`config.mk`:
```
export PLATFORM = sky130hd
export DESIGN_NAME = uart_fifo_transmitter_flat
export DESIGN_NICKNAME = d
export VERILOG_FILES = /design/src/rtl/uart_fifo_transmitter_if.sv /design/src/rtl/uart_fifo_transmitter.sv /design/src/flat_wrapper.sv
export SDC_FILE = /design/constraint.sdc
export NUM_CORES = 1
export LEC_CHECK = 0
export ABC_CLOCK_PERIOD_IN_PS = 7600
export CAP_MARGIN = 30
export CELL_PAD_IN_SITES_DETAIL_PLACEMENT = 0
export CELL_PAD_IN_SITES_GLOBAL_PLACEMENT = 1
export CORE_ASPECT_RATIO = 0.75
export CORE_MARGIN = 1
export CORE_UTILIZATION = 45
export DETAILED_ROUTE_END_ITERATION = 12
export PLACE_DENSITY = 0.93
export SETUP_SLACK_MARGIN = 0.5
export SYNTH_ARGS = -nofsm -noshare
export SYNTH_HDL_FRONTEND = slang
export SYNTH_SLANG_ARGS = --single-unit
```
`constraint.sdc`:
```
create_clock -name clk -period 7.6 [get_ports clk]
set_input_delay 1.52 -clock clk [delete_from_list [all_inputs] [get_ports clk]]
set_output_delay 1.52 -clock clk [all_outputs]
set_load 0.01 [all_outputs]
```
`src/rtl/uart_fifo_transmitter_if.sv`:
```
// FIFO read-side handshake between the dual-clock FIFO and its UART transmit consumer.
// Master is the consumer (drives the pop strobe); slave is the FIFO read port.
interface uart_fifo_transmitter_if #(
  parameter int DATAWIDTH = 8
);
  logic                 fifoReadReq;
  logic                 fifoEmpty;
  logic [DATAWIDTH-1:0] fifoData;

  modport master (
    output fifoReadReq,
    input  fifoEmpty,
    input  fifoData
  );

  modport slave (
    input  fifoReadReq,
    output fifoEmpty,
    output fifoData
  );
endinterface

```
`src/rtl/uart_fifo_transmitter.sv`:
```
// UART transmit path: pops one word per frame from the dual-clock FIFO and serialises it
// as start bit, DATAWIDTH data bits LSB first, STOPBITS stop bits. All outputs are registered.
module uart_fifo_transmitter #(
  parameter int DATAWIDTH = 8,
  parameter int DIVWIDTH  = 16,
  parameter int STOPBITS  = 1
) (
  input  logic                   clk,
  input  logic                   reset,
  input  logic                   enable,
  input  logic [DIVWIDTH-1:0]    baudDivisor,
  uart_fifo_transmitter_if.master fifo,
  output logic                   txd,
  output logic                   busy,
  output logic                   txDone
);

  localparam int BITW = $clog2(DATAWIDTH + 1);

  localparam logic [DIVWIDTH-1:0] CNT_ZERO  = {DIVWIDTH{1'b0}};
  localparam logic [DIVWIDTH-1:0] CNT_ONE   = {{(DIVWIDTH-1){1'b0}}, 1'b1};
  localparam logic [BITW-1:0]     BIT_ZERO  = {BITW{1'b0}};
  localparam logic [BITW-1:0]     BIT_ONE   = {{(BITW-1){1'b0}}, 1'b1};
  localparam logic [BITW-1:0]     LAST_DATA = BITW'(DATAWIDTH - 1);
  localparam logic [BITW-1:0]     LAST_STOP = BITW'(STOPBITS - 1);

  typedef enum logic [2:0] {
    IDLE  = 3'd0,
    FETCH = 3'd1,
    WAIT  = 3'd2,
    START = 3'd3,
    DATA  = 3'd4,
    STOP  = 3'd5
  } state_t;

  state_t               state_q, state_d;
  logic [DIVWIDTH-1:0]  cnt_q, cnt_d;
  logic [DIVWIDTH-1:0]  div_q, div_d;
  logic [BITW-1:0]      bit_q, bit_d;
  logic [DATAWIDTH-1:0] shift_q, shift_d;
  logic                 txd_q, txd_d;
  logic                 busy_q, busy_d;
  logic                 done_q, done_d;
  logic                 rdreq_q, rdreq_d;

  // Next-state, bit timing and shift logic; outputs are decoded from the next state so
  // that their registers line up cycle-for-cycle with state_q.
  always_comb begin
    state_d = state_q;
    cnt_d   = cnt_q;
    div_d   = div_q;
    bit_d   = bit_q;
    shift_d = shift_q;

    case (state_q)
      IDLE: begin
        if (enable && !fifo.fifoEmpty) begin
          state_d = FETCH;
        end else begin
          state_d = IDLE;
        end
      end
      FETCH: begin
        state_d = WAIT;
      end
      WAIT: begin
        // FIFO data is valid now, one cycle after the pop strobe.
        shift_d = fifo.fifoData;
        div_d   = baudDivisor;
        cnt_d   = baudDivisor;
        bit_d   = BIT_ZERO;
        state_d = START;
      end
      START: begin
        if (cnt_q == CNT_ZERO) begin
          cnt_d   = div_q;
          state_d = DATA;
        end else begin
          cnt_d = cnt_q - CNT_ONE;
        end
      end
      DATA: begin
        if (cnt_q == CNT_ZERO) begin
          cnt_d   = div_q;
          shift_d = {1'b0, shift_q[DATAWIDTH-1:1]};
          if (bit_q == LAST_DATA) begin
            bit_d   = BIT_ZERO;
            state_d = STOP;
          end else begin
            bit_d = bit_q + BIT_ONE;
          end
        end else begin
          cnt_d = cnt_q - CNT_ONE;
        end
      end
      STOP: begin
        if (cnt_q == CNT_ZERO) begin
          cnt_d = div_q;
          if (bit_q == LAST_STOP) begin
            bit_d   = BIT_ZERO;
            state_d = IDLE;
          end else begin
            bit_d = bit_q + BIT_ONE;
          end
        end else begin
          cnt_d = cnt_q - CNT_ONE;
        end
      end
      default: begin
        state_d = IDLE;
      end
    endcase

    rdreq_d = (state_d == FETCH);
    busy_d  = (state_d != IDLE);
    done_d  = (state_d == STOP) && (cnt_d == CNT_ZERO) && (bit_d == LAST_STOP);

    if (state_d == START) begin
      txd_d = 1'b0;
    end else if (state_d == DATA) begin
      txd_d = shift_d[0];
    end else begin
      txd_d = 1'b1;
    end
  end

  // State, counters, shift register and registered outputs.
  always_ff @(posedge clk or posedge reset) begin
    if (reset) begin
      state_q <= IDLE;
      cnt_q   <= CNT_ZERO;
      div_q   <= CNT_ZERO;
      bit_q   <= BIT_ZERO;
      shift_q <= {DATAWIDTH{1'b0}};
      txd_q   <= 1'b1;
      busy_q  <= 1'b0;
      done_q  <= 1'b0;
      rdreq_q <= 1'b0;
    end else begin
      state_q <= state_d;
      cnt_q   <= cnt_d;
      div_q   <= div_d;
      bit_q   <= bit_d;
      shift_q <= shift_d;
      txd_q   <= txd_d;
      busy_q  <= busy_d;
      done_q  <= done_d;
      rdreq_q <= rdreq_d;
    end
  end

  assign fifo.fifoReadReq = rdreq_q;
  assign txd              = txd_q;
  assign busy             = busy_q;
  assign txDone           = done_q;

endmodule

```
`src/flat_wrapper.sv`:
```
// flat-port wrapper written by rule: the top's interface ports become plain ports
module uart_fifo_transmitter_flat 
#(
  parameter int DATAWIDTH = 8,
  parameter int DIVWIDTH  = 16,
  parameter int STOPBITS  = 1
)
  (clk, reset, enable, baudDivisor, txd, busy, txDone, fifo_fifoReadReq, fifo_fifoEmpty, fifo_fifoData);
  uart_fifo_transmitter_if #(.DATAWIDTH(DATAWIDTH)) fifo_i ();
  input  logic clk;
  input  logic reset;
  input  logic enable;
  input  logic [DIVWIDTH-1:0] baudDivisor;
  output logic txd;
  output logic busy;
  output logic txDone;
  output wire logic [$bits(fifo_i.fifoReadReq)-1:0] fifo_fifoReadReq;
  input wire logic [$bits(fifo_i.fifoEmpty)-1:0] fifo_fifoEmpty;
  input wire logic [$bits(fifo_i.fifoData)-1:0] fifo_fifoData;
  assign fifo_fifoReadReq = fifo_i.fifoReadReq;
  assign fifo_i.fifoEmpty = fifo_fifoEmpty;
  assign fifo_i.fifoData = fifo_fifoData;
  uart_fifo_transmitter #(.DATAWIDTH(DATAWIDTH), .DIVWIDTH(DIVWIDTH), .STOPBITS(STOPBITS)) u_core (.clk(clk), .reset(reset), .enable(enable), .baudDivisor(baudDivisor), .fifo(fifo_i), .txd(txd), .busy(busy), .txDone(txDone));
endmodule
```
After elaboration in Yosys (flattened, before gate mapping)
Index checks and enable logic that the tools add are counted.
{"block": "op_classes", "n_reduce_logical": 13, "n_addsub": 2, "eq_ne": 11, "n_mux": 18}
{"op": "$logic_not A16 Y1", "n": 2}
{"op": "$pmux W16 S2", "n": 1}
{"op": "$pmux W3 S6", "n": 1}
{"op": "$mux W16", "n": 1}
{"op": "$mux W4", "n": 4}
{"op": "$pmux W8 S2", "n": 1}
{"op": "$sub A16 B1 Y16 const B", "n": 1}
{"op": "$mux W3", "n": 5}
{"op": "$eq A3 B3 Y1 const B", "n": 4}
{"op": "$pmux W4 S3", "n": 1}
{"op": "$eq A3 B2 Y1 const B", "n": 3}
{"op": "$logic_not A4 Y1", "n": 2}
{"op": "$mux W8", "n": 1}
{"op": "$eq A3 B1 Y1 const B", "n": 2}
{"op": "$add A4 B1 Y4 const B", "n": 1}
{"op": "$eq A4 B3 Y1 const B", "n": 1}
{"op": "$logic_and A1 B1 Y1", "n": 3}
{"op": "$logic_not A3 Y1", "n": 1}
{"op": "$mux W1", "n": 3}
{"op": "$reduce_bool A3 Y1", "n": 1}
{"op": "$reduce_or A3 Y1", "n": 1}
{"op": "$ne A2 B1 Y1 const B", "n": 1}
{"op": "$reduce_and A2 Y1", "n": 1}
{"op": "$reduce_bool A2 Y1", "n": 1}
{"op": "$logic_not A1 Y1", "n": 1}
{"block": "totals", "word_cells": 54, "regBits": 51, "inputBits": 28, "out_inout_bits": 4}

Logic depth before layout (Yosys ltp)
Gate-level depths: netlist of the first run.
{"block": "logic_depth", "ltp_word": 7, "depth_mapped": 11, "mapped_depth_nobuf": 9}

Least setup slack after synthesis of the first run
No wires, ideal clock.
{"block": "synth_timing", "path_type": "input to register", "from": "input port baudDivisor[4]", "to": "register u_core.done_q (netlist: u_core.txDone)", "slack_ns": 4.372, "t_required_ns": 7.504, "cell_stages": 6, "t_arrival_ns": 3.132, "setup_ns": 0.096, "path_buffers": 0, "cell_sequence": "a22o_1 a31oi_1 o31ai_1 or4b_1 or4b_1 nor4_2"}
{"block": "synth_between", "elab_chain_len": 4}
{"element": "start, declared", "line": "flat_wrapper.sv:13", "text": "input logic [DIVWIDTH-1:0] baudDivisor;"}
{"element": "$pmux W16 S2", "line": "uart_fifo_transmitter.sv:55", "text": "case (state_q)"}
{"element": "net u_core.cnt_d[4]", "line": "uart_fifo_transmitter.sv:37", "text": "logic [DIVWIDTH-1:0] cnt_q, cnt_d;"}
{"element": "$logic_not A16 Y1", "line": "uart_fifo_transmitter.sv:116", "text": "done_d = (state_d == STOP) && (cnt_d == CNT_ZERO) && (bit_d == LAST_STOP);"}
{"element": "$logic_and A1 B1 Y1 (2 in a row)", "line": "uart_fifo_transmitter.sv:116"}
{"element": "net u_core.done_d", "line": "uart_fifo_transmitter.sv:43", "text": "logic done_q, done_d;"}
{"element": "end signal, assigned", "line": "uart_fifo_transmitter.sv:147", "text": "done_q <= done_d;"}
{"element": "end, declared", "line": "uart_fifo_transmitter.sv:43"}
The timed path passes the listed nets, and every way through them passes these cells.
A chain may end at the register's enable or synchronous reset.

Final worst setup path of the first run
Same ends and word-level chain as after synthesis.

==> results of run 1 <==
## layer usage
layer,global-route usage,share of wire
met2,0.329,0.44
met4,0.0581,0.013
met1,0.362,0.50
met3,0.0355,0.054
met5,0,0
## worst max path at each step
stage	from	to	depth (start not counted)	slack [ns]
global route	u_core.cnt_q[0]	u_core.txDone	9	3.93
floorplan	baudDivisor[4]	u_core.txDone	6	4.37
detailed placement	baudDivisor[4]	u_core.txDone	7	3.80
CTS	baudDivisor[4]	u_core.txDone	7	4.11
finish	baudDivisor[4]	u_core.txDone	7	4.08
global placement	baudDivisor[4]	u_core.txDone	7	3.85
## sequential cells by signal, indices dropped and copies added (netlist names)
name                     cells
u_core.state_q               3
u_core.fifo.fifoReadReq      1
u_core.bit_q                 4
u_core.txDone                1
u_core.txd                   1
u_core.cnt_q                16
u_core.shift_q               8
u_core.div_q                16
u_core.busy                  1
## synthesized netlist by cell type (all sizes together), types with 9 or more instances
cell type   n
nand2      74
dfrtp      50
a21oi      17
o21ai      16
nor2       15
clkbuf     11
xor2       11
nand3      10
a22oi       9
inv         9
nand4       9
## cell type report
cell class	instances	share of cell area
Clock buffer	6	0.0248
Clock inverter	2	0.0105
Inverter	9	0.0102
Multi-Input combinational cell	238	0.437
Sequential cell	51	0.384
Tap cell	78	0.0293
Timing Repair Buffer	34	0.104
## critical path, cell delays in order
cell	delay (ns)
clkdlybuf4s50_1	0.43
a22o_1	0.22
a31oi_1	0.15
o31ai_1	0.12
or4b_1	0.52
or4b_1	0.51
nor4_2	0.27
## cell usage in the layout (no fill, tap or decap), types with 4 or more instances in the layout
| cell | n |
|---|---|
| a22oi_1 | 9 |
| nor2_1 | 15 |
| dfrtp_1 | 50 |
| nand2_1 | 74 |
| nand3_1 | 10 |
| a21oi_1 | 15 |
| xor2_1 | 11 |
| clkbuf_8 | 6 |
| o21ai_0 | 13 |
| nand4_1 | 8 |
| ha_1 | 4 |
| a221o_1 | 7 |
| a31oi_1 | 7 |
| clkdlybuf4s50_1 | 31 |
| inv_1 | 8 |
## power groups by stage
stage	Clock [mW]	Sequential [mW]	Combinational (mW)
6_report	0.200	0.488	0.303
5_1_grt	0.214	0.505	0.340
4_1_cts	0.202	0.486	0.301
3_5_place_dp	0	0.490	0.297
3_3_place_gp	0	0.487	0.286
2_1_floorplan	0	0.452	0.244
## cells by family (layout without fill, tap and decap cells)
kind of cell,count (synthesis),count (layout),synth area share
compound gates,72,72,0.171
xor+xnor,13,13,0.0401
simple gates,145,145,0.268
mux,4,4,0.0150
buf+inv,27,51,0.0392
flops,51,51,0.450
fa+ha+maj,4,4,0.0176
## through the flow
stage	area (sq um)	worst slack, ns
2_1_floorplan	2840	4.37
3_3_place_gp	3190	3.85
3_5_place_dp	3210	3.80
4_1_cts	3330	4.11
5_1_grt	3330	3.93
6_report	3330	4.08
==> reports/metrics.csv, run 1 <==
stage,metric,value,unit
power_and_ir_drop,leakage,1.40,nW
sta,slew_headroom,0.562,
synthesis,synth_top_area_cell,dfrtp_1,
die,fp.dieW,93.7,um
sta,finalCriticalPeriod,3.52,ns
setup_path,arrival,3.74,ns
setup_path,end_kind,register,
sta,finalCritPeriodShare,0.463,
clock_network,clk_latency,0.31,ns
finish,area_growth,17.2,%
hold_path,worstHoldPathCells,2,
power_and_ir_drop,pwr-share-comb,0.306,
synthesis,synth_top_area_frac,0.441,
die,die_area,0.00663,sq mm
setup_path,path_max_fanout,2,
die,fp.coreArea,0.00595,sq mm
place,place_inst,410,
route,ant_nets,0,
sta,slew_violations,0,
setup_path,startpoint_type,input pin,
finish,drive_gt1_frac,0.0794,
synthesis,synth-edff-count,0,
clock_network,cts_hold_buf,0,
synthesis,synth_nets,348,
clock_network,cts_inserted_buffers,5,
finish,fin_util,0.560,
route,wl,6960,um
grt,gr-total-overflow,0,
setup_path,worstPathRequired,7.82,ns
route,drt-wirelength-per-cell,16.7,um
route,vias,2509,
sta,setup_viol,0,
synthesis,synth-main-ff-cell,dfrtp_1,
synthesis,ys_seq_area_frac,0.450,
power_and_ir_drop,powerDensity,298,mW/mm^2
sta,timing.final.hold_violations,0,
grt,grt_pass1_vias,2385,
clock_network,post_cts_buffers,0,
clock_network,cts.clk_slew.worst_paths,0.09,ns
clock_network,cts_num_sinks,51,
outcome,outcome,"complete, no violations",
synthesis,syn_area_per_cell,8.98,sq um
power_and_ir_drop,p_int,0.628,mW
synthesis,synth_area,0.00284,sq mm
route,drc,0,
setup_path,reg2reg_depth,7,
place,place.gp.congestion,0.834,
place,io_buffers,31,
finish,ff_latch_area,0.00128,sq mm
sta,setup-tns-final,0,ns
synthesis,synth_area_leaders,"dfrtp_1 44%, nand2_1 9.8%, xor2_1 3.4%",
finish,final_cells,418,
power_and_ir_drop,p_sw_frac,0.367,
clock_network,cts_tree,done,
clock_network,htree_levels,2,
sta,hold_ws,0.482,ns
die,rows,24,
finish,n_antenna_cell,0,
hold_path,hp-class,reg2reg,
grt,grt_antenna_before_repair,0,
route,via_per_inst,6.00,
setup_path,r2r_slack,4.23,ns
power_and_ir_drop,clkPwrFrac,0.202,
die,initial_core_util,0.477,
setup_path,r2r-end,u_core.txDone,
setup_path,worstSetupPathType,in2reg,
sta,fin_skew,0.00861,ns
synthesis,yosysUniqueCellTypes,53,
synthesis,ys_warn_count,0,
setup_path,r2r-start,u_core.cnt_q[11],
synthesis,ys_seq_elements,51,
hold_path,min_from,u_core.div_q[6],
sta,tightest_slew,0.655,ns
finish,multi_input_comb_area,0.00146,sq mm
place,place_hpwl,4820,um
grt,grt_pass1_wl,12000,um
sta,fmax,0.284,GHz
clock_network,cts-root-buf,clkbuf_8,
route,drt_iter0_drc,202,
job,max_cap_viol_count,0,
power_and_ir_drop,peakVddDrop,0.000170,V
clock_network,clockBufferDepth,2,
synthesis,syn_inst,316,
sta,rsz0062_at_grt,no,
route,first_pass_iters,5,
power_and_ir_drop,p_sw,0.364,mW
finish,nets,371,
power_and_ir_drop,power,0.991,mW
grt,grt_max_degree,39,
hold_path,whs_endpoint,u_core.div_q[6],
clock_network,cts_resized,0,
finish,fill_cells,548,
die,pin_count,32,
die,die_height,70.8,um
synthesis,async_reset_ff_frac,1.00,
power_and_ir_drop,seq_power_share,0.492,
grt,grt.total_usage,0.230,
Note: power is estimated with default switching activity, not from simulation.
==> inputs of run 2 (changes only) <==
- ABC_CLOCK_PERIOD_IN_PS: 7600 -> 3600
- CORE_UTILIZATION: 45 -> 43
- PLACE_DENSITY: 0.93 -> 0.9
- clock period: 7.6 -> 3.6 ns (I/O delays scaled with it)
==> run 2 against run 1 <==
Sequential share of layout area shrank 1.4 points; critical path depth unchanged; register-to-register slack got worse by 3.5 ns; hold slack better by 0.0045 ns; via count shrank 1.2%; flip-flop and latch count is the same; global-route usage down 0.69 points; critical path type is now reg2reg; largest power group unchanged.
==> reports/metrics.csv, run 2 (synthesis results as in run 1) <==
stage,metric,value,unit,change
hold_path,hp-class,reg2reg,,
place,place_inst,419,,+2.2%
job,max_cap_viol_count,0,,unchanged
clock_network,cts-root-buf,clkbuf_8,,
sta,timing.final.hold_violations,0,,unchanged
setup_path,reg2reg_depth,7,,unchanged
die,rows,25,,+4.2%
setup_path,path_max_fanout,15,,+13
sta,hold_ws,0.486,ns,+0.00447 ns
grt,grt.total_usage,0.223,,-0.00692
clock_network,clk_latency,0.30,ns,about the same
sta,finalCriticalPeriod,2.91,ns,
die,fp.coreArea,0.00635,sq mm,+6.8%
grt,grt_pass1_vias,2408,,+0.96%
sta,tightest_slew,0.653,ns,-0.00252 ns
route,ant_nets,0,,unchanged
grt,grt_antenna_before_repair,0,,unchanged
setup_path,endpoint,u_core.txDone,,
setup_path,startpoint_type,register,,
finish,fin_util,0.545,,-0.0149
route,first_pass_iters,5,,unchanged
finish,final_cells,431,,+3.1%
finish,drive_gt1_frac,0.123,,+0.0434
sta,fmax,0.343,GHz,
grt,gr-total-overflow,0,,unchanged
sta,fin_skew,0.00500,ns,-0.00361 ns
setup_path,startpoint,u_core.state_q[1],,
finish,final_common_cell,nand2_1,,
die,pin_count,32,,unchanged
outcome,outcome,"complete, no violations",,
sta,slew_headroom,0.563,,+0.000710
clock_network,cts_tree,done,,
sta,worst_slack,0.685,ns,-3.39 ns
finish,n_antenna_cell,0,,unchanged
sta,rsz0062_at_grt,no,,
setup_path,end_kind,register,,
setup_path,arrival,3.13,ns,-0.61 ns
power_and_ir_drop,peakVddDrop,0.000375,V,+120%
finish,nets,381,,+2.7%
place,io_buffers,31,,unchanged
setup_path,r2r-end,u_core.txDone,,
clock_network,clockBufferDepth,2,,unchanged
finish,largestRegisters,"u_core.cnt_q (16), u_core.div_q (16), u_core.shift_q (8)",,
grt,grt_max_degree,33,,-15%
sta,setup_viol,0,,unchanged
route,vias,2479,,-1.2%
place,placed_area,0.00326,sq mm,+1.5%
clock_network,cts.clk_slew.worst_paths,0.09,ns,about the same
die,die_area,0.00693,sq mm,+4.5%
clock_network,cts_inserted_buffers,5,,unchanged
route,wl,7130,um,+2.4%
die,die_height,72.4,um,+2.2%
finish,area_growth,21.8,%,
place,place.gp.congestion,0.889,,+6.7%
grt,grt_pass1_wl,11900,um,-0.40%
power_and_ir_drop,leakage,1.44,nW,+3.3%
clock_network,cts_num_sinks,51,,unchanged
die,initial_core_util,0.447,,-0.0304
setup_path,worstPathRequired,3.82,ns,-4.00 ns
sta,setup-tns-final,0,ns,unchanged
clock_network,cts_hold_buf,0,,unchanged
place,dp_slack,0.400,ns,-3.40 ns
die,fp.dieW,95.8,um,+2.3%
route,drc,0,,unchanged
power_and_ir_drop,power,2.10,mW,+110%
route,drt-wirelength-per-cell,16.6,um,-0.65%
finish,fin_area,0.00346,sq mm,+3.9%
clock_network,htree_levels,2,,unchanged
setup_path,r2r-start,u_core.state_q[1],,
finish,final_cell_mix,"74 x nand2_1, 49 x dfrtp_1, 31 x clkdlybuf4s50_1",,
setup_path,worstSetupPathType,reg2reg,,
route,via_per_inst,5.75,,-4.2%
sta,slew_violations,0,,unchanged
setup_path,r2r_slack,0.69,ns,-3.54 ns
route,drt_iter0_drc,141,,-30%
power_and_ir_drop,powerDensity,607,mW/mm^2,+100%
sta,finalCritPeriodShare,0.810,,
place,place_hpwl,5040,um,+4.5%
-- run 2: changes by cell type in the layout (fill, tap and decap cells not counted), sizes merged --
cell,previous run,this run
clkinv,1,0
bufinv,1,0
buf,3,13
clkinvlp,0,1
clkbuf,6,7
-- run 2: worst min path at each step --
| stage | cells after the start | endpoint | slack, ns | start |
|---|---|---|---|---|
| floorplan | 2 | u_core.div_q[10] | 0.44 | u_core.div_q[10] |
| global placement | 2 | u_core.div_q[9] | 0.46 | u_core.div_q[9] |
| detailed placement | 2 | u_core.div_q[9] | 0.46 | u_core.div_q[9] |
| CTS | 2 | u_core.div_q[9] | 0.49 | u_core.div_q[9] |
| global route | 2 | u_core.shift_q[5] | 0.51 | u_core.shift_q[5] |
| finish | 2 | u_core.shift_q[1] | 0.49 | u_core.shift_q[1] |
-- run 2: critical path, stage by stage, from the launching register on --
cell and delay (ns):
dfrtp_1 0.53, and2b_1 0.28, a21o_1 0.38, a31oi_1 0.24, o31ai_1 0.10, or4b_1 0.52
or4b_1 0.51, nor4_2 0.26
-- run 2: report_power, final --
part,switching [mW],internal (mW),leakage (nW)
sequential,0.269,0.796,0.621
clock,0.192,0.175,0.0505
combinational,0.335,0.331,0.770
total,0.796,1.30,1.44
-- run 2: cell type report --
type                            count  area, sq um
Fill cell                         581         2890
Timing Repair Buffer               44          420
Tap cell                           81          101
Sequential cell                    51         1280
Inverter                            9         33.8
Clock buffer                        7         96.3
Clock inverter                      1         7.51
Multi-Input combinational cell    238         1520
-- run 2: repair_timing --
action,4_1_cts,5_1_grt
pin swaps,1,0
buffers inserted,3,1
setup endpoints to repair,1,1
gates resized for setup,1,12
endpoints found under the hold margin,0,0
-- run 2: per-layer routing --
| layer | vias to the layer above | global-route usage | wire length, um |
|---|---|---|---|
| met5 | - | 0 | 0 |
| met4 | 0 | 0.0332 | 36 |
| met3 | 5 | 0.0451 | 264 |
| met2 | 53 | 0.344 | 3210 |
| met1 | 1232 | 0.332 | 3620 |
| li1 | 1189 | - | - |
